File: src/rtl/sec_tick_ctrl.sv
// sec_tick_ctrl: stopwatch front end. Two raw buttons are synchronized,
// debounced and edge-detected into press events that drive an
// IDLE/RUN/PAUSE state machine and a tick prescaler.
//
// Ports:
//   clk      - sole clock, rising edge
//   rst_n    - synchronous active-low reset
//   btn_ss   - raw start/stop button (async, active-high)
//   btn_clr  - raw clear button (async, active-high)
//   tick     - registered one-cycle pulse every TICK_DIV RUN cycles
//   clr      - registered one-cycle pulse per clear press
//   running  - registered level, high while in RUN
module sec_tick_ctrl #(
    parameter int TICK_DIV = 50000000,
    parameter int DEB_CYC  = 1000000
) (
    input  logic clk,
    input  logic rst_n,
    input  logic btn_ss,
    input  logic btn_clr,
    output logic tick,
    output logic clr,
    output logic running
);

    localparam int NB = 2;                    // bit 0 = start/stop, bit 1 = clear
    localparam int DW = $clog2(DEB_CYC + 1);
    localparam int PW = $clog2(TICK_DIV);

    localparam logic [1:0] S_IDLE  = 2'd0;
    localparam logic [1:0] S_RUN   = 2'd1;
    localparam logic [1:0] S_PAUSE = 2'd2;

    logic [NB-1:0]         btn_raw;
    logic [NB-1:0]         sync1_q, sync2_q;
    logic [NB-1:0]         deb_q, deb_d;
    logic [NB-1:0]         deb_prev_q;
    logic [NB-1:0][DW-1:0] dcnt_q, dcnt_d;
    logic [NB-1:0]         ev;
    logic                  ss_ev, clr_ev;

    logic [1:0]    state_q, state_d;
    logic [PW-1:0] pcnt_q, pcnt_d;
    logic          tick_q, tick_d;
    logic          clr_q, clr_d;
    logic          running_q, running_d;
    logic          wrap;

    assign btn_raw = {btn_clr, btn_ss};

    // Debounce: the counter only runs while the synced level disagrees with
    // the accepted level; the last counted cycle flips the accepted level.
    always_comb begin
        deb_d  = deb_q;
        dcnt_d = '0;
        for (int i = 0; i < NB; i++) begin
            if (sync2_q[i] != deb_q[i]) begin
                if (dcnt_q[i] == DW'(DEB_CYC - 1)) begin
                    deb_d[i] = sync2_q[i];
                end else begin
                    dcnt_d[i] = dcnt_q[i] + DW'(1);
                end
            end
        end
    end

    // Rising edges of the accepted levels only; releases are silent.
    assign ev     = deb_q & ~deb_prev_q;
    assign ss_ev  = ev[0];
    assign clr_ev = ev[1];

    assign wrap = (pcnt_q == PW'(TICK_DIV - 1));

    always_comb begin
        state_d = state_q;
        pcnt_d  = pcnt_q;
        tick_d  = 1'b0;
        clr_d   = clr_ev;

        case (state_q)
            S_IDLE: begin
                pcnt_d = '0;
                if (ss_ev) state_d = S_RUN;
            end
            S_RUN: begin
                if (ss_ev) begin
                    // Pause freezes the count exactly where it is, even on
                    // the wrap cycle, so no tick is lost or duplicated.
                    state_d = S_PAUSE;
                end else if (wrap) begin
                    pcnt_d = '0;
                    tick_d = 1'b1;
                end else begin
                    pcnt_d = pcnt_q + PW'(1);
                end
            end
            S_PAUSE: begin
                if (ss_ev) state_d = S_RUN;
            end
            default: begin
                state_d = S_IDLE;
                pcnt_d  = '0;
            end
        endcase

        // Clear overrides everything, including a coincident start/stop.
        if (clr_ev) begin
            state_d = S_IDLE;
            pcnt_d  = '0;
            tick_d  = 1'b0;
        end

        running_d = (state_d == S_RUN);
    end

    always_ff @(posedge clk) begin
        if (!rst_n) begin
            sync1_q    <= '0;
            sync2_q    <= '0;
            deb_q      <= '0;
            deb_prev_q <= '0;
            dcnt_q     <= '0;
            state_q    <= S_IDLE;
            pcnt_q     <= '0;
            tick_q     <= 1'b0;
            clr_q      <= 1'b0;
            running_q  <= 1'b0;
        end else begin
            sync1_q    <= btn_raw;
            sync2_q    <= sync1_q;
            deb_q      <= deb_d;
            deb_prev_q <= deb_q;
            dcnt_q     <= dcnt_d;
            state_q    <= state_d;
            pcnt_q     <= pcnt_d;
            tick_q     <= tick_d;
            clr_q      <= clr_d;
            running_q  <= running_d;
        end
    end

    assign tick    = tick_q;
    assign clr     = clr_q;
    assign running = running_q;

endmodule

File: config.mk
export PLATFORM = sky130hd
export DESIGN_NAME = sec_tick_ctrl
export DESIGN_NICKNAME = d
export VERILOG_FILES = /design/src/rtl/sec_tick_ctrl.sv
export SDC_FILE = /design/constraint.sdc
export NUM_CORES = 1
export LEC_CHECK = 0
export ABC_AREA = 0
export ABC_CLOCK_PERIOD_IN_PS = 2460
export BUFFER_PORTS_ARGS = -buffer_cell sky130_fd_sc_hd__buf_4
export CAP_MARGIN = 5
export CELL_PAD_IN_SITES_DETAIL_PLACEMENT = 2
export CELL_PAD_IN_SITES_GLOBAL_PLACEMENT = 2
export CORE_MARGIN = 5
export CORE_UTILIZATION = 39
export DETAILED_ROUTE_END_ITERATION = 10
export PLACE_DENSITY_LB_ADDON = 0.25
export SLEW_MARGIN = 20
export SYNTH_ARGS = -nofsm -noshare
export SYNTH_HDL_FRONTEND = slang
export SYNTH_SLANG_ARGS = --single-unit
File: constraint.sdc
create_clock -name clk -period 2.46 [get_ports clk]
set_input_delay 0.123 -clock clk [delete_from_list [all_inputs] [get_ports clk]]
set_output_delay 0.123 -clock clk [all_outputs]
set_load 0.05 [all_outputs]
== After elaboration in Yosys (flattened, before gate mapping) ==
Cells that the tools add are included.

* Word-level logic and storage cells: 48
* Output and inout port bits: 3
* Memory bits (read-only): 0
* Bits in latches: 0
* Register bits after elaboration: 79
* Input port bits: 4
* Bits in writable memories: 0
* Memories kept: 0

* Div/mod/pow operators: 0
* Equality and inequality tests: 9
* $add $sub $neg: 3
* Reductions and logical operators: 9
* Multiplexer cells: 8
* $lt $le $gt $ge: 0
* Shift operators: 0
* Multipliers: 0
* Bitwise gates (word level): 7

{| class="wikitable"
|+ Operators with widths
! kind !! count
|-
| $mux 26 || 2
|-
| $pmux 26 s2 || 1
|-
| $add 20x1->20 const B || 2
|-
| $eq 20x20->1 const B || 2
|-
| $add 26x1->26 const B || 1
|-
| $eq 26x26->1 const B || 1
|-
| $mux 2 || 3
|-
| $reduce_and 2->1 || 3
|-
| $reduce_or 3->1 || 2
|-
| $not 1->1 || 5
|-
| $eq 2x1->1 const B || 2
|-
| $pmux 2 s2 || 1
|-
| $reduce_or 2->1 || 2
|-
| $reduce_or 4->1 || 1
|-
| $and 2x2->2 || 1
|-
| $eq 2x2->1 const B || 1
|-
| $logic_not 2->1 || 1
|-
| $ne 1x1->1 || 2
|-
| $ne 2x2->1 const B || 1
|-
| $not 2->2 || 1
|-
| $mux 1 || 1
|}

== Longest topological paths before layout ==
Gate-level depths: netlist (run 1).

* Word-level depth: 6
* Gate-level depth with buffers: 7
* Depth with buffers taken out: 6

== Worst setup path after synthesis (run 1) ==
Ideal clock, no wire load.

* Kind: register to register
* From: register pcnt_q[0]
* To: register pcnt_q[9]
* Data required time: 2.338 ns
* Data arrival time: 1.727 ns
* Clock period less this slack: 1.848 ns
* Path slack: 0.612 ns
* Library setup time: 0.122 ns
* Stages on the path, launching flop included: 7
* Path buffers: 0
* Cells stage by stage: dfxtp_1 > ha_1 > nand3_1 > nor4_4 > a31oi_2 > and2_4 > a221o_1

* Cells in the longest elaborated chain, start to end: 4
* Elaborated cells on any way between the ends: 5
* Classes of those cells: add/sub: 1; eq/ne: 1; mux: 3

{| class="wikitable"
|+ RTL lines
! what !! RTL line !! RTL
|-
| start: declaration || 43 || <nowiki>logic [PW-1:0] pcnt_q, pcnt_d;</nowiki>
|-
| start signal: assignment || 135 || <nowiki>pcnt_q <= pcnt_d;</nowiki>
|-
| $add 26x1->26 / $eq 26x26->1 (equally long branches) || 94, 72 ||
|-
| $mux 26 (*) || 90 || <nowiki>end else if (wrap) begin</nowiki>
|-
| $mux 26 (*) || 86 || <nowiki>if (ss_ev) begin</nowiki>
|-
| $pmux 26 s2 (*) || 80 || <nowiki>case (state_q)</nowiki>
|}

Every way passes the cells marked *; elsewhere a longest branch is shown, timed or not. The select of a mux whose other input is x is not followed.
A chain may end at the register's enable or synchronous reset.

== Worst setup path in the final report (run 1) ==
* From: register pcnt_q[13]
* To: register pcnt_q[17]

The elaborated chain is that of the path after synthesis.

==> summary.txt, run 1 <==
Place
  – Global placement routability congestion: 0.7597
  – DP HPWL: 6614 um
  – PortBufs: 6
  – Post-DP Area: 3846 um2

Critical path
  – Crit. End Element: register
  – Worst reg2reg endpoint: pcnt_q[17]
  – Critical path fanouts, max: 11
  – Worst setup SP type: register
  – Bufs and invs on worst path: 0
  – Arrival time at the worst endpoint: 2.35 ns
  – Delay-heaviest family, CP: simple AND/OR/NAND/NOR gates
  – Critical setup path kind: register to register
  – Slowest Stage Delay on Critical Path: 0.59 ns
  – Reg-to-Reg Start: pcnt_q[13]
  – Critical path's slowest cell: nor4_1
  – Register-to-Register Path Depth: 5
  – R2r setup slk: 0.33 ns
  – CP required: 2.68 ns
  – Worst path cell trace: nand4_1 -> nor4_1 -> a31oi_4 -> nand2_1 -> o311ai_0

Clocking
  – Post-CTS Repair Setup Buffers: 0
  – H-tree levels: 3
  – CTS Sinks: 79
  – CTS Buf Count: 9
  – CTS tree: yes
  – Clk_lat worst skew: 0.36 ns
  – Clock slew at reported path FFs: 0.09 ns
  – Clk buf depth: 2
  – Root buf cell: clkbuf_8

Routing
  – Total Wirelength: 9613 um
  – Remaining DRCs: 0
  – Vias per cell: 5.677
  – Initial DRC count: 85
  – Initial DRT Pass Iterations: 4
  – Avg WL per Cell: 17.23 um
  – Via count: 3168
  – DRT antenna net count: 0

Pwr
  – PD cells: 596.2 nW/um2
  – Pleak: 1.340 nW
  – Peak VDD IR: 0.3461 mV

Die
  – Initial Util: 39.63%
  – # rows: 35
  – Die Y: 106.4 um
  – Die area: 11330 um2
  – Ports: 7
  – Die width: 106.4 um
  – CORE AREA: 9153 um2

Flow run
  – Max-cap violation count: 0

Logic synthesis
  – Post-Synthesis Cells: 424
  – Mapped Area: 3627 um2
  – Post-synth EDFFs: 0
  – Ys async rst share: 0%
  – Warnings from Yosys: 0
  – Yosys cell types: 49
  – Syn Area/Cell: 8.555 um2
  – Syn Nets: 432
  – Yosys reg bits: 79
  – Synth Flop Type: dfxtp_1
  – Seq/Total Area, Yosys: 43.60%

Hold path
  – Hold endpoint: deb_prev_q[0]
  – Worst hold path startpoint: rst_n
  – Worst Hold Depth: 2
  – Worst min path class: input port to register

Finish
  – Final net count: 450
  – Area delta synth->final: 13.21%
  – Layout cell share with drive strength beyond 1: 10.74%
  – N_diodes: 0
  – Fin area: 4106 um2

Timing
  – Final Cycle Share: 86.40%
  – Slew Limit Fails: 0
  – Hold Fails Final Rpt: 0
  – Setup TNS Final: 0 ns
  – Final Setup Violations: 0
  – Clock Skew: 0.01196 ns
  – Min Clock Period, post-route: 2.125 ns
  – Fmax: 470.5 MHz
  – Slew headroom: 57.79%
  – Worst Tran Pin Value: 0.6273 ns
  – RSZ-0062 raised after global routing: false

GRT
  – GRT Util Overall: 17.86%
  – Overflow after GRT: 0
  – Initial antenna violation count: 0
  – Global-route wire length before repair: 16390 um
  – Vias in the first global route: 3409
  – Largest net degree at the start of global routing: 22

Outcome
  – Status: finished clean
-- repair_timing --
| item | in CTS | in global routing |
|---|---|---|
| hold buffers | 2 | 0 |
| endpoints found under the setup margin | 0 | 1 |
| resized for setup | 0 | 1 |
| hold endpoints to repair | 2 | 0 |
-- cell usage in the layout, fill, tap and decap left out, drive strengths merged, types with 3 or more instances in the layout --
cell type  count
a21oi          4
a31oi         20
and2          10
and3          13
and4           4
buf           19
clkbuf        12
dfxtp         79
ha             4
inv            9
mux2i          3
nand2         31
nand2b         5
nand3         40
nand3b         7
nand4         17
nor2          72
nor2b          4
nor3           8
nor4           9
o21ai          4
o311ai         3
or2            3
xnor2         19
xor2          22
-- registers in the layout, summed over array words and instances, names as in the netlist --
signal and cells:
deb_q 2, pcnt_q 26, deb_prev_q 2, running 1, dcnt_q 40, sync1_q 2, state_q 2, tick 1
sync2_q 2, clr 1
-- synth_stat cells (all sizes together), types with 2 or more instances --
cell type	count	share of area, %
a21oi	4	0.55
a22o	2	0.48
a31oi	20	3.6
a32oi	2	0.48
a41oi	2	0.48
and2	10	1.8
and3	13	2.2
and4	4	0.97
buf	8	1.1
clkbuf	6	0.62
dfxtp	79	44
ha	4	1.4
inv	8	0.83
mux2	2	0.62
mux2i	3	0.83
nand2	31	3.2
nand2b	5	0.86
nand3	40	5.7
nand3b	7	1.4
nand4	17	2.9
nor2	72	7.5
nor2b	4	0.69
nor3	8	1.2
nor4	9	2.0
o21ai	4	0.55
o311ai	3	0.72
or2	3	0.52
or4	2	0.52
xnor2	19	4.6
xor2	22	5.3
-- cell families (layout without fill, tap and decap cells) --
kind of cell             after synthesis  count (layout)  synth area share, %
AND/OR/NAND/NOR                      231             231                33.05
flip-flops                            79              79                43.60
AO/OA/AOI/OAI                         42              42                8.072
XOR/XNOR                              41              41                9.900
buffers and inverters                 22              45                2.553
multiplexers                           5               5                1.449
adder cells (fa/ha/maj)                4               4                1.380
-- through the flow --
| step | worst slack, ns | instances | total power, mW | util [%] | hold WS (ns) |
|---|---|---|---|---|---|
| final | 0.3346 | 558 | 2.448 | 44.87 | 0.07992 |
| after global routing | 0.1754 | 558 | 2.542 | 44.87 | 0.08183 |
| after CTS | 0.1931 | 558 | 2.481 | 44.77 | 0.06623 |
| after detailed placement | 0.3047 | 540 | 1.348 | 42.02 | 0.3531 |
| after global placement | 0.3890 | 540 | 1.346 | 42.02 | 0.3490 |
| after floorplan | 0.6117 | 424 | 1.335 | - | 0.2503 |
-- report_power, final --
| group | switching, mW | total (mW) | leakage (nW) | internal, mW |
|---|---|---|---|---|
| registers | 0.00260 | 1.28 | 0.637 | 1.28 |
| logic | 0.0235 | 0.0362 | 0.590 | 0.0127 |
| clock network | 0.497 | 1.13 | 0.113 | 0.632 |
-- layer usage --
metal	share of wire, %	vias up	track usage, %	wire length, um
met1	46	1577	21.50	4422
met3	2.7	9	3.097	259
met4	1.2	0	5.205	119
li1	-	1545	-	-
met2	50	37	32.44	4811
met5	0	-	0	0
-- worst max-delay path by stage --
stage	cells after the start	slack, ns	from	to
floorplan	6	0.61	pcnt_q[0]	pcnt_q[9]
global placement	5	0.39	pcnt_q[20]	pcnt_q[17]
detailed placement	5	0.30	pcnt_q[20]	pcnt_q[17]
CTS	5	0.19	pcnt_q[20]	pcnt_q[17]
global route	5	0.18	pcnt_q[13]	pcnt_q[25]
finish	5	0.33	pcnt_q[13]	pcnt_q[17]
-- final cells by class --
class	instances	area, um2
clock inverter	4	76.32
sequential	79	1582
multi-input combinational	323	1962
inverter	8	30.03
timing repair buffer	21	162.7
tap	111	138.9
clock buffer	12	155.1
fill	1023	5046
Power figures use the tool's default switching activity.
==> inputs of run 2 (changes only) <==
--- a/config.mk
+++ b/config.mk
@@ -5,14 +5,14 @@
 export SDC_FILE = /design/constraint.sdc
 export NUM_CORES = 1
 export LEC_CHECK = 0
-export ABC_AREA = 0
+export ABC_AREA = 1
 export ABC_CLOCK_PERIOD_IN_PS = 2460
 export BUFFER_PORTS_ARGS = -buffer_cell sky130_fd_sc_hd__buf_4
 export CAP_MARGIN = 5
 export CELL_PAD_IN_SITES_DETAIL_PLACEMENT = 2
 export CELL_PAD_IN_SITES_GLOBAL_PLACEMENT = 2
 export CORE_MARGIN = 5
-export CORE_UTILIZATION = 39
+export CORE_UTILIZATION = 36
 export DETAILED_ROUTE_END_ITERATION = 10
 export PLACE_DENSITY_LB_ADDON = 0.25
 export SLEW_MARGIN = 20
==> run 2 against run 1 <==
Net effect:
- via count grew 18%
- register-to-register slack gained 0.34 ns
- synthesized cell count grew 35%
- global-route usage grew 0.95 points
- non-clock buffer count shrank 10
- hold slack lost 0.023 ns
- area after synthesis grew 13%
- sequential power is essentially flat
- sequential share of layout area shrank 4.1 points
- critical endpoint is now dcnt_q[13]
- highest routed layer unchanged
==> summary.txt, run 2 <==
Die
  – Die width: 116.6 um
  – Ports: 7
  – # rows: 39
  – CORE AREA: 11270 um2
  – Die Y: 116.6 um
  – Initial Util: 36.31%
  – Die area: 13600 um2

Logic synthesis
  – Top cells by area, synth: dfxtp_1 (39%), nand2_1 (12%), nor2_1 (9.0%)
  – Top cells by count, synth: nand2_1 (129), nor2_1 (98), dfxtp_1 (79)
  – Syn Area/Cell: 7.130 um2
  – Ys async rst share: 0%
  – Seq/Total Area, Yosys: 38.64%
  – Post-Synthesis Cells: 574
  – Syn Nets: 582
  – Mapped Area: 4093 um2
  – Post-synth EDFFs: 0
  – Most frequent cell after synthesis: nand2_1
  – Area leader, netlist: dfxtp_1
  – Yosys cell types: 37
  – Warnings from Yosys: 0
  – Share of the synthesized area in the top cell type: 38.64%
  – Synth Flop Type: dfxtp_1
  – Yosys reg bits: 79

Routing
  – DRT antenna net count: 0
  – Via count: 3734
  – Vias per cell: 5.080
  – Initial DRT Pass Iterations: 4
  – Total Wirelength: 11810 um
  – Avg WL per Cell: 16.07 um
  – Remaining DRCs: 0
  – Initial DRC count: 109

Finish
  – Commonest cells after routing, fill and taps aside: nand2_1 (129), nor2_1 (98), dfxtp_1 (79)
  – Reg with most FFs: dcnt_q
  – Area occupied by multi-input gates: 2203 um2
  – Sequential cell area: 1582 um2
  – N_diodes: 0
  – Commonest non-fill, non-tap cell in the layout: nand2_1
  – Max reg flops: 40
  – Final net count: 595
  – Area delta synth->final: 12.26%
  – Largest regs: dcnt_q: 40 flops, pcnt_q: 26 flops
  – Number of fill cells in the layout: 1361
  – Layout cell share with drive strength beyond 1: 13.01%

Critical path
  – Critical path fanouts, max: 17
  – Arrival time at the worst endpoint: 2.01 ns
  – Crit. End Element: register
  – Most used cell, CP: nand2_1
  – Bufs and invs on worst path: 2
  – Worst setup SP type: register
  – Slowest Stage Delay on Critical Path: 0.36 ns
  – Worst path cell trace: ha_1 -> nand2_1 -> inv_1 -> nand2_1 -> nor2_1 -> nand2_1 -> nand2_2 -> inv_1 -> o21ai_0 -> a21oi_1
  – Critical setup path kind: register to register
  – Delay-heaviest family, CP: simple AND/OR/NAND/NOR gates
  – CP required: 2.69 ns
  – Critical path's slowest cell: dfxtp_1

Pwr
  – PD cells: 585.2 nW/um2
  – Peak VDD IR: 0.4410 mV
  – Pleak: 1.577 nW
  – Pwr Total: 2.689 mW

Timing
  – Setup TNS Final: 0 ns
  – RSZ-0062 raised after global routing: false
  – Slew headroom: 66.70%
  – Worst Tran Pin Value: 0.4949 ns
  – Clock Skew: 0.007853 ns
  – Fmax: 560.6 MHz
  – Slew Limit Fails: 0
  – Hold Fails Final Rpt: 0
  – Final Cycle Share: 72.51%
  – Min Clock Period, post-route: 1.784 ns
  – Final Setup Violations: 0

Place
  – PortBufs: 6
  – Global placement routability congestion: 0.7899
  – DP HPWL: 8667 um

Clocking
  – Root buf cell: clkbuf_16
  – Post-CTS Repair Setup Buffers: 0
  – Clk_lat worst skew: 0.35 ns
  – Clk buf depth: 2
  – Hold buffers post-CTS: 2
  – CTS tree: yes
  – # resized after CTS: 0
  – CTS Buf Count: 9
  – Clock slew at reported path FFs: 0.07 ns
  – H-tree levels: 3
  – CTS Sinks: 79

GRT
  – GRT Util Overall: 18.81%
  – Initial antenna violation count: 0
  – Vias in the first global route: 4089
  – Largest net degree at the start of global routing: 24
  – Global-route wire length before repair: 20170 um
  – Overflow after GRT: 0

Hold path
  – Worst min path class: input port to register

Outcome
  – Status: finished clean

Flow run
  – Max-cap violation count: 0
[run 2: changes by cell type after synthesis, sizes merged, moves of 10 or more]
cell	before	now
nor2	72	120
o21ai	4	18
inv	8	65
a31oi	20	2
nand2	31	137
a21oi	4	34
and2	10	0
and3	13	1
xnor2	19	8
nand3	40	28
[run 2: worst register-to-register path, delay by kind of cell (launching register included)]
kind,cells,cell delay [ns]
compound gates,2,0.16
fa+ha+maj,1,0.19
buf+inv,2,0.25
flops,1,0.36
simple gates,5,0.71
[run 2: logic make-up after synthesis]
group,after synthesis,synth area share [%]
compound gates,55,7.337
xor+xnor,28,5.992
fa+ha+maj,4,1.223
buf+inv,74,7.521
flops,79,38.64
simple gates,334,39.29
[run 2: area by class of cell]
type	instances	share of cell area (%)
sequential	79	34.42
clock buffer	10	4.984
inverter	65	5.310
clock inverter	6	1.525
tap	143	3.894
timing repair buffer	11	1.906
multi-input combinational	421	47.96
[run 2: path summary, 6_finish.rpt]
kind | startpoint | endpoint | slack [ns] | cells after the start
setup / recovery | dcnt_q[0] | dcnt_q[13] | 0.68 | 10
hold / removal | rst_n | sync2_q[1] | 0.06 | 3
setup reg to reg | dcnt_q[0] | dcnt_q[13] | 0.68 | 10
hold reg to reg | sync1_q[1] | sync2_q[1] | 0.42 | 2
[run 2: metrics by stage]
stage               setup slack, ns  hold WS, ns  area, um2  utilization, %  cells
global placement             0.7999       0.3106       4275           37.93    717
floorplan                    0.9693       0.2206       4093               -    574
detailed placement           0.6827       0.3286       4275           37.93    717
global route                 0.4397      0.08374       4594           40.76    735
CTS                          0.6517      0.05563       4594           40.76    735
finish                       0.6762      0.05674       4594           40.76    735
[run 2: report_power, final]
part | internal [mW] | switching, mW | total (mW)
Combinational | 0.0114 | 0.0219 | 0.0333
Sequential | 1.28 | 0.00262 | 1.29
Clock | 0.792 | 0.578 | 1.37
[run 2: routing by layer]
| metal | share of wire (%) | vias up | global-route usage, % | routed length [um] |
|---|---|---|---|---|
| met5 | 0 | - | 0 | 0 |
| met4 | 1.4 | 0 | 5.734 | 160 |
| met3 | 1.7 | 12 | 3.627 | 201 |
| met2 | 50 | 20 | 32.61 | 5880 |
| met1 | 47 | 1850 | 23.64 | 5571 |
| li1 | - | 1852 | - | - |
==> inputs of run 3 (changes only) <==
--- a/config.mk
+++ b/config.mk
@@ -6,7 +6,7 @@
 export NUM_CORES = 1
 export LEC_CHECK = 0
 export ABC_AREA = 1
-export ABC_CLOCK_PERIOD_IN_PS = 2460
+export ABC_CLOCK_PERIOD_IN_PS = 1800
 export BUFFER_PORTS_ARGS = -buffer_cell sky130_fd_sc_hd__buf_4
 export CAP_MARGIN = 5
 export CELL_PAD_IN_SITES_DETAIL_PLACEMENT = 2
==> constraint.sdc (replaced) <==
create_clock -name clk -period 1.8 [get_ports clk]
set_input_delay 0.09 -clock clk [delete_from_list [all_inputs] [get_ports clk]]
set_output_delay 0.09 -clock clk [all_outputs]
set_load 0.05 [all_outputs]
==> run 3 against run 2 <==
Net effect:
- sequential share of layout area fell by 0.91 points
- maximum frequency increased by 4.7%
- design area is 2.8% higher
- critical path type unchanged
- via count grew 2.9%
- total power increased by 31%
==> summary.txt, run 3 (same netlist as run 2, synthesis figures left out) <==
Hold path
  – Hold endpoint: sync1_q[0]
  – Worst min path class: input port to register
  – Worst Hold Depth: 3
  – Worst hold path startpoint: rst_n

Routing
  – Via count: 3843
  – Vias per cell: 5.145
  – Met2 WL: 6393 um
  – DRT antenna net count: 0
  – Initial DRC count: 127
  – Remaining DRCs: 0
  – Initial DRT Pass Iterations: 4
  – Met3 WL: 286 um
  – Met1 wire length: 5659 um
  – Total Wirelength: 12470 um
  – Top sig layer: met4
  – Avg WL per Cell: 16.69 um

Die
  – Initial Util: 36.31%
  – CORE AREA: 11270 um2
  – Die area: 13600 um2
  – Die Y: 116.6 um
  – Ports: 7
  – Die width: 116.6 um
  – # rows: 39

Critical path
  – R2r setup slk: 0.1 ns
  – Slowest Stage Delay on Critical Path: 0.41 ns
  – Worst path cell trace: ha_2 -> nand3_2 -> nor2_4 -> nand2_4 -> nor2_4 -> nand2_2 -> or2_0 -> a21oi_2
  – CP required: 2.08 ns
  – Worst reg2reg endpoint: dcnt_q[30]
  – Critical setup path kind: register to register
  – Most used cell, CP: nor2_4
  – Crit. End Element: register
  – Critical path fanouts, max: 4
  – Delay-heaviest family, CP: simple AND/OR/NAND/NOR gates
  – Bufs and invs on worst path: 0
  – Worst setup SP type: register
  – Register-to-Register Path Depth: 8
  – Arrival time at the worst endpoint: 1.98 ns
  – Reg-to-Reg Start: dcnt_q[20]
  – Critical path's slowest cell: dfxtp_1

Finish
  – Layout cell share with drive strength beyond 1: 15.56%
  – Final Core Density: 41.90%
  – Number of fill cells in the layout: 1356
  – Commonest cells after routing, fill and taps aside: nand2_1 (128), nor2_1 (96), dfxtp_1 (78)
  – Commonest non-fill, non-tap cell in the layout: nand2_1
  – Largest regs: dcnt_q: 40 flops, pcnt_q: 26 flops
  – Reg with most FFs: dcnt_q
  – Non-Filler Instances: 747
  – Final net count: 607
  – Area delta synth->final: 15.41%
  – Max reg flops: 40
  – N_diodes: 0
  – Fin area: 4723 um2

Clocking
  – H-tree levels: 3
  – Root buf cell: clkbuf_16
  – Clock slew at reported path FFs: 0.06 ns
  – CTS tree: yes
  – Clk buf depth: 2
  – CTS Buf Count: 9
  – CTS Sinks: 79
  – Clk_lat worst skew: 0.35 ns

Pwr
  – Power Internal: 2.709 mW
  – Sw frac: 23.31%
  – Pleak: 1.650 nW
  – PD cells: 748.0 nW/um2
  – Clk pwr share: 48.9%
  – Gate power share: 1.4%
  – Pwr Total: 3.533 mW
  – Seq pwr share: 49.7%
  – Sw power: 0.8235 mW
  – Peak VDD IR: 0.7295 mV

Place
  – Global placement routability congestion: 0.8219
  – Placement Setup Slack: -0.1286 ns
  – Post-DP Area: 4350 um2
  – # placed instances: 727
  – DP HPWL: 9041 um
  – PortBufs: 6

Timing
  – Setup TNS Final: 0 ns
  – Final Setup Violations: 0
  – Fmax: 587.0 MHz
  – Worst Tran Pin Value: 0.6372 ns
  – Slew headroom: 57.52%
  – Final Cycle Share: 94.64%
  – Clock Skew: 0.007919 ns
  – Slack of the critical path: 0.09643 ns
  – Min Clock Period, post-route: 1.704 ns
  – Hold Fails Final Rpt: 0
  – Hold slack: 0.03165 ns
  – Slew Limit Fails: 0

GRT
  – Initial antenna violation count: 0
  – Global-route wire length before repair: 21020 um
  – Overflow after GRT: 0
  – Largest net degree at the start of global routing: 24
  – Vias in the first global route: 4249
  – GRT Util Overall: 19.80%

Outcome
  – Status: finished clean

Flow run
  – Max-cap violation count: 0
==> run 3: power groups by stage <==
stage | clock network [mW] | registers, mW | logic, mW
6_report | 1.73 | 1.76 | 0.0490
2_1_floorplan | 0 | 1.80 | 0.0260
5_1_grt | 1.86 | 1.76 | 0.0538
4_1_cts | 1.79 | 1.76 | 0.0483
3_5_place_dp | 0 | 1.80 | 0.0441
3_3_place_gp | 0 | 1.80 | 0.0421
==> run 3: cell type report <==
type / count / area (um2) / area share [%]
Clock buffer: 10 / 229.0 / 4.848
Clock inverter: 6 / 45.04 / 0.9536
Inverter: 65 / 246.5 / 5.219
Multi-Input combinational cell: 421 / 2251 / 47.66
Sequential cell: 79 / 1583 / 33.51
Tap cell: 143 / 178.9 / 3.788
Timing Repair Buffer: 23 / 190.2 / 4.026
==> run 3: how the worst max path moves through the flow <==
stage	slack, ns	startpoint	cells past startpoint	to
floorplan	0.31	dcnt_q[20]	8	dcnt_q[29]
global placement	-0.01	pcnt_q[1]	8	pcnt_q[18]
detailed placement	-0.13	pcnt_q[1]	8	pcnt_q[18]
CTS	0.02	deb_q[0]	9	pcnt_q[10]
global route	-0.01	pcnt_q[6]	8	pcnt_q[19]
finish	0.1	dcnt_q[20]	8	dcnt_q[30]
==> run 3: repair_timing <==
| item | CTS | global route |
|---|---|---|
| gates resized for setup | 1 | 13 |
| pin swaps | 0 | 1 |
| endpoints found under the setup margin | 13 | 30 |
| hold buffers | 2 | 0 |
| endpoints found under the hold margin | 2 | 0 |
| buffers inserted | 0 | 2 |
==> run 3: worst min-delay path: stages <==
cell and delay [ns]:
buf_4 0.15, nand2_1 0.06, inv_1 0.05
==> run 3: layer usage <==
metal / global-route usage [%] / vias up
met3: 4.922 / 7
met5: 0 / -
met4: 5.657 / 0
li1: - / 1882
met2: 35.51 / 34
met1: 23.42 / 1920
